$ cat src/rtl/branch_resolve_pkg.sv
// branch_resolve_pkg: opcode, funct3 codes and FSM encodings for branch resolution.
package branch_resolve_pkg;
  localparam logic [6:0]  OP_BRANCH = 7'b1100011;
  localparam logic [2:0]  F3_BEQ    = 3'b000;
  localparam logic [2:0]  F3_BNE    = 3'b001;
  localparam logic [2:0]  F3_BLT    = 3'b100;
  localparam logic [2:0]  F3_BGE    = 3'b101;
  localparam logic [2:0]  F3_BLTU   = 3'b110;
  localparam logic [2:0]  F3_BGEU   = 3'b111;
  localparam logic [31:0] ZERO_WORD = 32'h0;
  typedef enum logic {S_IDLE = 1'b0, S_FLUSH = 1'b1} state_t;
endpackage

$ cat src/rtl/branch_cmp.sv
// branch_cmp: evaluates a conditional branch condition from funct3 and operands.
module branch_cmp
  import branch_resolve_pkg::*;
(
  input  logic [2:0]  funct3,
  input  logic [31:0] rs1,
  input  logic [31:0] rs2,
  output logic        taken,
  output logic        is_legal
);
  logic eq, lt, ltu;
  always_comb begin
    eq       = rs1 == rs2;
    lt       = $signed(rs1) < $signed(rs2);
    ltu      = rs1 < rs2;
    is_legal = (funct3 == F3_BEQ) || (funct3 == F3_BNE) || (funct3 == F3_BLT) ||
               (funct3 == F3_BGE) || (funct3 == F3_BLTU) || (funct3 == F3_BGEU);
    taken    = (funct3[2] ? (funct3[1] ? ltu : lt) : eq) ^ funct3[0];
  end
endmodule

$ cat src/rtl/branch_resolve.sv
// branch_resolve: resolves ID-stage branches, trains the predictor, and issues redirect/flush on mispredict.
module branch_resolve
  import branch_resolve_pkg::*;
#(
  parameter int FLUSH_CYCLES = 1,
  parameter int CNT_W        = 32
) (
  input  logic             clk,
  input  logic             rst,
  input  logic             stall_i,
  input  logic             id_valid_i,
  input  logic [31:0]      id_pc_i,
  input  logic [31:0]      id_inst_i,
  input  logic [31:0]      reg1_data_i,
  input  logic [31:0]      reg2_data_i,
  input  logic             id_pre_take_i,
  input  logic             id_pre_sel_i,
  output logic             upd_valid_o,
  output logic             upd_taken_o,
  output logic             upd_pre_true_o,
  output logic             upd_sel_o,
  output logic [31:0]      upd_pc_o,
  output logic             redirect_o,
  output logic [31:0]      redirect_addr_o,
  output logic             flush_o,
  output logic [CNT_W-1:0] branch_cnt_o,
  output logic [CNT_W-1:0] mispred_cnt_o
);
  state_t      state, state_d;
  logic [2:0]  cnt, cnt_d;
  logic        taken, is_legal, resolve, mispredict;
  logic [31:0] imm, target, fallthrough;
  logic        unused;
  assign unused = ^id_inst_i[24:15];
  branch_cmp u_cmp (
    .funct3  (id_inst_i[14:12]),
    .rs1     (reg1_data_i),
    .rs2     (reg2_data_i),
    .taken   (taken),
    .is_legal(is_legal)
  );
  always_comb begin
    imm         = {{20{id_inst_i[31]}}, id_inst_i[7], id_inst_i[30:25], id_inst_i[11:8], 1'b0};
    target      = id_pc_i + imm;
    fallthrough = id_pc_i + 32'd4;
    resolve     = id_valid_i && (id_inst_i[6:0] == OP_BRANCH) && is_legal && !stall_i && (state == S_IDLE);
    mispredict  = taken ^ id_pre_take_i;
  end
  always_ff @(posedge clk or negedge rst) begin
    if (!rst) begin
      state <= S_IDLE;
      cnt   <= 3'd0;
    end else begin
      state <= state_d;
      cnt   <= cnt_d;
    end
  end
  always_comb begin
    state_d = state;
    cnt_d   = cnt;
    if (state == S_IDLE && resolve && mispredict) begin
      state_d = S_FLUSH;
      cnt_d   = 3'(FLUSH_CYCLES - 1);
    end else if (state == S_FLUSH) begin
      state_d = (cnt == 3'd0) ? S_IDLE : S_FLUSH;
      cnt_d   = (cnt == 3'd0) ? 3'd0 : cnt - 3'd1;
    end
  end
  always_comb flush_o = state == S_FLUSH;
  always_ff @(posedge clk or negedge rst) begin
    if (!rst) begin
      upd_valid_o     <= 1'b0;
      upd_taken_o     <= 1'b0;
      upd_pre_true_o  <= 1'b0;
      upd_sel_o       <= 1'b0;
      upd_pc_o        <= ZERO_WORD;
      redirect_o      <= 1'b0;
      redirect_addr_o <= ZERO_WORD;
      branch_cnt_o    <= '0;
      mispred_cnt_o   <= '0;
    end else begin
      upd_valid_o <= resolve;
      redirect_o  <= resolve && mispredict;
      if (resolve) begin
        upd_taken_o    <= taken;
        upd_pre_true_o <= !mispredict;
        upd_sel_o      <= id_pre_sel_i;
        upd_pc_o       <= id_pc_i;
      end
      if (resolve && mispredict) redirect_addr_o <= taken ? target : fallthrough;
      if (resolve && !(&branch_cnt_o)) branch_cnt_o <= branch_cnt_o + CNT_W'(1);
      if (resolve && mispredict && !(&mispred_cnt_o)) mispred_cnt_o <= mispred_cnt_o + CNT_W'(1);
    end
  end
endmodule
$ cat config.mk
export PLATFORM = sky130hd
export DESIGN_NAME = branch_resolve
export DESIGN_NICKNAME = d
export VERILOG_FILES = /design/src/rtl/branch_resolve_pkg.sv /design/src/rtl/branch_cmp.sv /design/src/rtl/branch_resolve.sv
export SDC_FILE = /design/constraint.sdc
export NUM_CORES = 1
export LEC_CHECK = 0
export BUFFER_PORTS_ARGS = -buffer_cell sky130_fd_sc_hd__clkbuf_2
export CAP_MARGIN = 10
export CELL_PAD_IN_SITES_DETAIL_PLACEMENT = 0
export CELL_PAD_IN_SITES_GLOBAL_PLACEMENT = 1
export CORE_MARGIN = 4
export CORE_UTILIZATION = 42
export CTS_CLUSTER_SIZE = 16
export DETAILED_ROUTE_END_ITERATION = 6
export PLACE_DENSITY = 0.84
export SLEW_MARGIN = 20
export SYNTH_ARGS = -nofsm -noshare
export SYNTH_HDL_FRONTEND = slang
export SYNTH_SLANG_ARGS = --single-unit
$ cat constraint.sdc
create_clock -name clk -period 4.6 [get_ports clk]
set_input_delay 0.69 -clock clk [delete_from_list [all_inputs] [get_ports clk]]
set_output_delay 0.69 -clock clk [all_outputs]
set_load 0.005 [all_outputs]
==> metrics, run 1 <==
most frequent cells in the layout=clkbuf_2, nand2_1, dfrtp_1; Fin Clk Skew=just under 0.01 ns; Die Wd=155 microns; CTS root buf=clkbuf_16; share of cells above drive strength 1=around 28%; fin crit period=approximately 3.5 ns; vias in the first global route=8058; Pwr Density=approximately 280 nW/um^2; height of the chip=approximately 160 microns; ys flop type=dfrtp_1; clock buffer depth=2; relative slew slack=46.7%; clk sinks=137; commonest non-fill, non-tap cell in the layout=clkbuf_2; sequential cell area fraction in the yosys report=37.6%; Peak VDD IR=0.248 mV; ANT nets after route=0; Crit Path Class=in -> reg; TritonRoute pass-1 iters=5; Area Growth Syn to Fin=23.2%; hpwl dp=19400 microns; #FFs+latches synth=137; First DRT Iteration DRCs=443; Critical Path End Type=flip-flop; residual DRC count=0; cell area after synthesis=9120 sq um; total global routing overflow=0; unrepaired setup endpoints after global routing=false; post-CTS setup repair buffer count=0; largest net degree at the start of global routing=86; Critical Path RT=4.90 ns; Starting Density=43.1%; Syn Inst Count=986; GP Congestion=0.901; io pins=268; Final #Nets=1438; CTS tree=built; Worst Hold Class=in -> async; PortBufs=257; detailed-route wire length per cell=16.4 microns; H-tree level count=4; Final Hold Viols=0; Max-Cap Viols=0; final worst-path cycle share=76.7%; Mean Syn Cell Area=9.25 sq um; # setup viols final=0; die area=approximately 24000 sq um; Ant. Diodes=0; via/cell ratio=5.26; FMAX=about 0.28 GHz; Finished Core Util=53.1%; Hold Buf Count CTS=0; Static Leakage=between 0.005 and 0.006 uW; standard-cell rows=53; CP arrival=3.83 ns; Post-synth EDFFs=0; cts bufs inserted=17; initial antenna violation count=0; Clock Latency Late Sink=0.42 ns; Via Count=~8.0k; synth warn=0; first-pass GRT wire length=between 40000 and 50000 microns; CORE AREA=21200 sq um; synth unique cells=73; Slew Limit Fails=0; Clock transition at path regs=0.06 ns; syn_nets=1186; WL final=approximately 25000 microns; slew at the pin closest to its max-slew limit=0.799 ns; setup_tns=0 ns; startpoint types=input port; outcome=finished, final reports clean; post-CTS sizing=0; FFs w/ async S/R, synth=100%; crit-path max FO=26; total track usage=20.7%
## per-stage QoR
stage	hold WS, ns	instance area, sq um	setup slack, ns	std cells	power (uW)
global placement	0.458	10700	0.607	1494	1810
CTS	0.355	11200	1.02	1526	3140
global route	0.375	11200	0.859	1526	3260
detailed placement	0.461	10700	0.583	1494	1810
finish	0.311	11200	1.07	1526	3100
floorplan	0.394	9120	1.27	986	1610
## synth_stat cells (8+ instances only)
library cell,instances,share of area (%)
nand2_1,167,6.9
dfrtp_1,137,38
xnor2_1,77,7.4
ha_1,65,8.9
inv_1,51,2.1
nand3_1,50,2.7
a21oi_1,48,2.6
nor2_1,44,1.8
xor2_1,32,3.1
o21ai_0,30,1.6
and3_1,25,1.7
nand4_1,23,1.6
nor3_1,23,1.3
clkbuf_1,20,0.82
and4_1,17,1.6
o21a_1,17,1.4
a21o_1,16,1.3
mux2_4,16,2.6
mux2_2,13,1.6
mux2i_1,8,0.88
## routing by layer
| metal | vias up | share of wire (%) | GRT usage (%) |
|---|---|---|---|
| met3 | 31 | 8.2 | 6.29 |
| met2 | 236 | 45 | 33.7 |
| li1 | 3979 | - | - |
| met4 | 0 | 2.1 | 6.17 |
| met1 | 3782 | 44 | 26.5 |
| met5 | - | 0 | 0 |
## state kept, by name, indices dropped and copies added (netlist names)
register / count
branch_cnt_o: 32
mispred_cnt_o: 32
redirect_addr_o: 32
upd_pc_o: 32
cnt: 3
flush_o: 1
redirect_o: 1
upd_pre_true_o: 1
upd_sel_o: 1
upd_taken_o: 1
upd_valid_o: 1
## critical path, cell delays in order
cell	delay, ns
clkbuf_2	0.07
inv_1	0.03
ha_1	0.29
and4_1	0.26
a221oi_1	0.49
o211ai_1	0.19
o21a_1	0.18
nor3_4	0.56
xnor2_4	0.12
nand2b_4	0.23
inv_6	0.31
mux2_2	0.38
## final timing paths
check | from | end | slack [ns] | cells after the start
setup reg to reg | flush_o | branch_cnt_o[30] | 1.54 | 9
setup / recovery | reg2_data_i[22] | redirect_addr_o[2] | 1.07 | 12
max in group asynchronous | rst | redirect_addr_o[28] | 3.37 | 2
min in group clk | id_pre_sel_i | upd_sel_o | 0.47 | 3
hold reg to reg | upd_pc_o[26] | upd_pc_o[26] | 0.47 | 2
hold / removal | rst | upd_pc_o[5] | 0.31 | 1
## power breakdown
group	internal [uW]	leakage [uW]	switching [uW]	total, uW
registers	1220	0.00190	11.2	1230
clock network	713	0.000272	601	1310
logic	246	0.00370	309	555
total	2180	0.00587	921	3100
## area by class of cell
cell class,count,area (sq um)
sequential,137,3430
clock inverter,14,129
fill,2003,9920
multi-input combinational,767,5350
timing repair buffer,263,1350
clock buffer,18,429
inverter,52,200
tap,275,344
## cell families (layout without fill, tap and decap cells)
family                     count (synthesis)  in the layout  synth area share [%]
xor gates and xnor gates                 110            110                  10.8
adders and majority gates                 66             66                  9.14
and+or+nand+nor                          385            385                  20.7
AOI/OAI and AO/OA                        167            167                  12.3
buffers and inverters                     82            347                  3.95
DFF                                      137            137                  37.6
muxes                                     39             39                  5.52
Note: power is estimated with default switching activity, not from simulation.
==> run 2: changes to the inputs <==
--- a/config.mk
+++ b/config.mk
@@ -10,10 +10,10 @@
 export CELL_PAD_IN_SITES_DETAIL_PLACEMENT = 0
 export CELL_PAD_IN_SITES_GLOBAL_PLACEMENT = 1
 export CORE_MARGIN = 4
-export CORE_UTILIZATION = 42
+export CORE_UTILIZATION = 39
 export CTS_CLUSTER_SIZE = 16
 export DETAILED_ROUTE_END_ITERATION = 6
-export PLACE_DENSITY = 0.84
+export PLACE_DENSITY = 0.79
 export SLEW_MARGIN = 20
 export SYNTH_ARGS = -nofsm -noshare
 export SYNTH_HDL_FRONTEND = slang
==> constraint.sdc (replaced) <==
create_clock -name clk -period 3.3 [get_ports clk]
set_input_delay 0.495 -clock clk [delete_from_list [all_inputs] [get_ports clk]]
set_output_delay 0.495 -clock clk [all_outputs]
set_load 0.005 [all_outputs]
==> run 2 against run 1 <==
Compared with the run above:
- clock power grew 60%
- wire length grew 1.1%
- hold slack got worse by 0.039 ns
- sequential power up 40%
- non-clock buffer count up 49
- via count is 1.2% higher
- die area grew 7.3%
- final cell count increased by 5.6%
- clock skew up 0.0018 ns
- critical path type unchanged
- critical endpoint is now redirect_addr_o[21]
- largest cell class unchanged
==> metrics, run 2 (synthesized netlist as in run 1, its figures left out) <==
Filler Cells Inserted=about 2.2k; clock buffer depth=2; Slew Limit Fails=0; unrepaired setup endpoints after global routing=false; final worst slack=between 0.3 and 0.4 ns; largest net degree at the start of global routing=82; Starting Density=39.9%; Peak VDD IR=0.348 mV; via/cell ratio=slightly above 5; Clock Latency Late Sink=0.43 ns; fin crit period=2.95 ns; Post-Place Worst Slack=-0.106 ns; Critical Path RT=3.60 ns; FMAX=0.339 GHz; residual DRC count=0; H-tree level count=4; Ant. Diodes=0; standard-cell rows=55; total track usage=19.5%; Crit path buffers/inverters=7; io pins=approximately 270; vias in the first global route=8154; die area=25900 sq um; sw frac=a little over a quarter; combinational power share=17.8%; ANT nets after route=0; cts bufs inserted=17; Hold WS=about 0.27 ns; relative slew slack=~57%; hpwl dp=20100 microns; Die Wd=161 microns; CP arrival=between 3 and 4 ns; net switching power=around 1300 uW; CTS root buf=clkbuf_16; Clock transition at path regs=0.06 ns; Via Count=8122; Cell Chain, Critical Path=clkbuf_2 -> inv_1 -> ha_1 -> a21oi_1 -> o21ai_1 -> a221oi_1 -> buf_4 -> o211ai_1 -> o41ai_2 -> buf_4 -> nor3_4 -> buf_12 -> xnor2_4 -> nand2b_4 -> inv_6 -> buf_12 -> mux2_4; Final #Nets=1487; slowest cell on the critical path=o41ai_2; reg-to-reg endpoint=mispred_cnt_o[1]; Max-Cap Viols=0; First DRT Iteration DRCs=about 380; worst r2r src=flush_o; commonest non-fill, non-tap cell in the layout=clkbuf_2; slew at the pin closest to its max-slew limit=0.629 ns; most frequent cells in the layout=clkbuf_2, nand2_1, dfrtp_1; height of the chip=161 microns; Pwr Density=395 nW/um^2; Finished Core Util=51.5%; CTS tree=built; WL final=25400 microns; clk sinks=137; startpoint types=input port; area of the multi-input gates=roughly 5400 sq um; share of cells above drive strength 1=30.3%; TritonRoute pass-1 iters=4; Final Hold Viols=0; Fin Clk Skew=0.0114 ns; post-CTS setup repair buffer count=0; Hold Crit Depth=3; Crit Path Class=in -> reg; r2r setup slk=0.87 ns; CP peak stage delay=0.32 ns; hold wc startpoint=id_pc_i[0]; R2R depth=8; Critical Path End Type=flip-flop; share of power burned in registers=37.1%; detailed-route wire length per cell=15.7 microns; CORE AREA=22800 sq um; total global routing overflow=0; PortBufs=between 200 and 300; # setup viols final=0; Area Growth Syn to Fin=29.0%; GP Congestion=0.805; initial antenna violation count=0; Static Leakage=0.00616 uW; Worst Hold Class=in -> reg; setup_tns=0 ns; Seq. cell area=about 3400 sq um; Int Power=3370 uW; outcome=finished, final reports clean; final worst-path cycle share=89.4%; first-pass GRT wire length=41600 microns; crit-path max FO=15; Crit path max-delay family=compound AO/OA/AOI/OAI gates; clock share of power=45.2%; Hold Crit Endpoint=upd_pc_o[0]
-- run 2: metrics by stage --
stage / std cells / power (uW) / cell area [sq um]
2_1_floorplan: 986 / 2240 / 9120
3_3_place_gp: 1580 / 2570 / 11100
3_5_place_dp: 1580 / 2580 / 11100
4_1_cts: 1612 / 4700 / 11800
5_1_grt: 1612 / 4890 / 11800
6_report: 1612 / 4650 / 11800
-- run 2: metal layers --
metal	vias to the layer above	GRT usage (%)	share of wire (%)	wire (microns)
met4	0	3.57	0.72	182
met2	248	32.2	46	11700
li1	4077	-	-	-
met1	3786	25.8	46	11600
met3	11	5.88	7.1	1790
met5	-	0	0	0
-- run 2: power by group through the flow --
stage                     Clock, uW  Sequential (uW)  Combinational, uW
after global placement            0             1750                820
final                          2100             1720                826
after floorplan                   0             1750                489
after detailed placement          0             1750                826
after global routing           2230             1720                935
after CTS                      2150             1720                834
-- run 2: area by class of cell --
class                           count  area share (%)
Multi-Input combinational cell    767            45.5
Sequential cell                   137            29.1
Timing Repair Buffer              312            14.9
Clock buffer                       17            3.62
Tap cell                          313            3.33
Clock inverter                     14            1.77
Inverter                           52            1.70
-- run 2: timing repair --
action	CTS	global route
hold endpoints to repair	18	0
resized for setup	0	0
hold buffers	1	0
-- run 2: worst max path at each step --
stage                    start                   to  depth (start not counted)
2_1_floorplan  reg2_data_i[22]  redirect_addr_o[19]                         15
3_3_place_gp   reg2_data_i[19]  redirect_addr_o[24]                         17
3_5_place_dp   reg2_data_i[19]   redirect_addr_o[2]                         17
4_1_cts        reg2_data_i[19]   redirect_addr_o[2]                         17
5_1_grt        reg2_data_i[17]  redirect_addr_o[31]                         17
6_report       reg2_data_i[19]  redirect_addr_o[21]                         17
-- run 2: worst reg2reg max path, delay by kind of cell (launching register included) --
family                 cells  cell delay (ns)
AOI/OAI and AO/OA          1             0.23
muxes                      2             0.53
and+or+nand+nor            3             0.74
buffers and inverters      2             0.41
DFF                        1             0.43
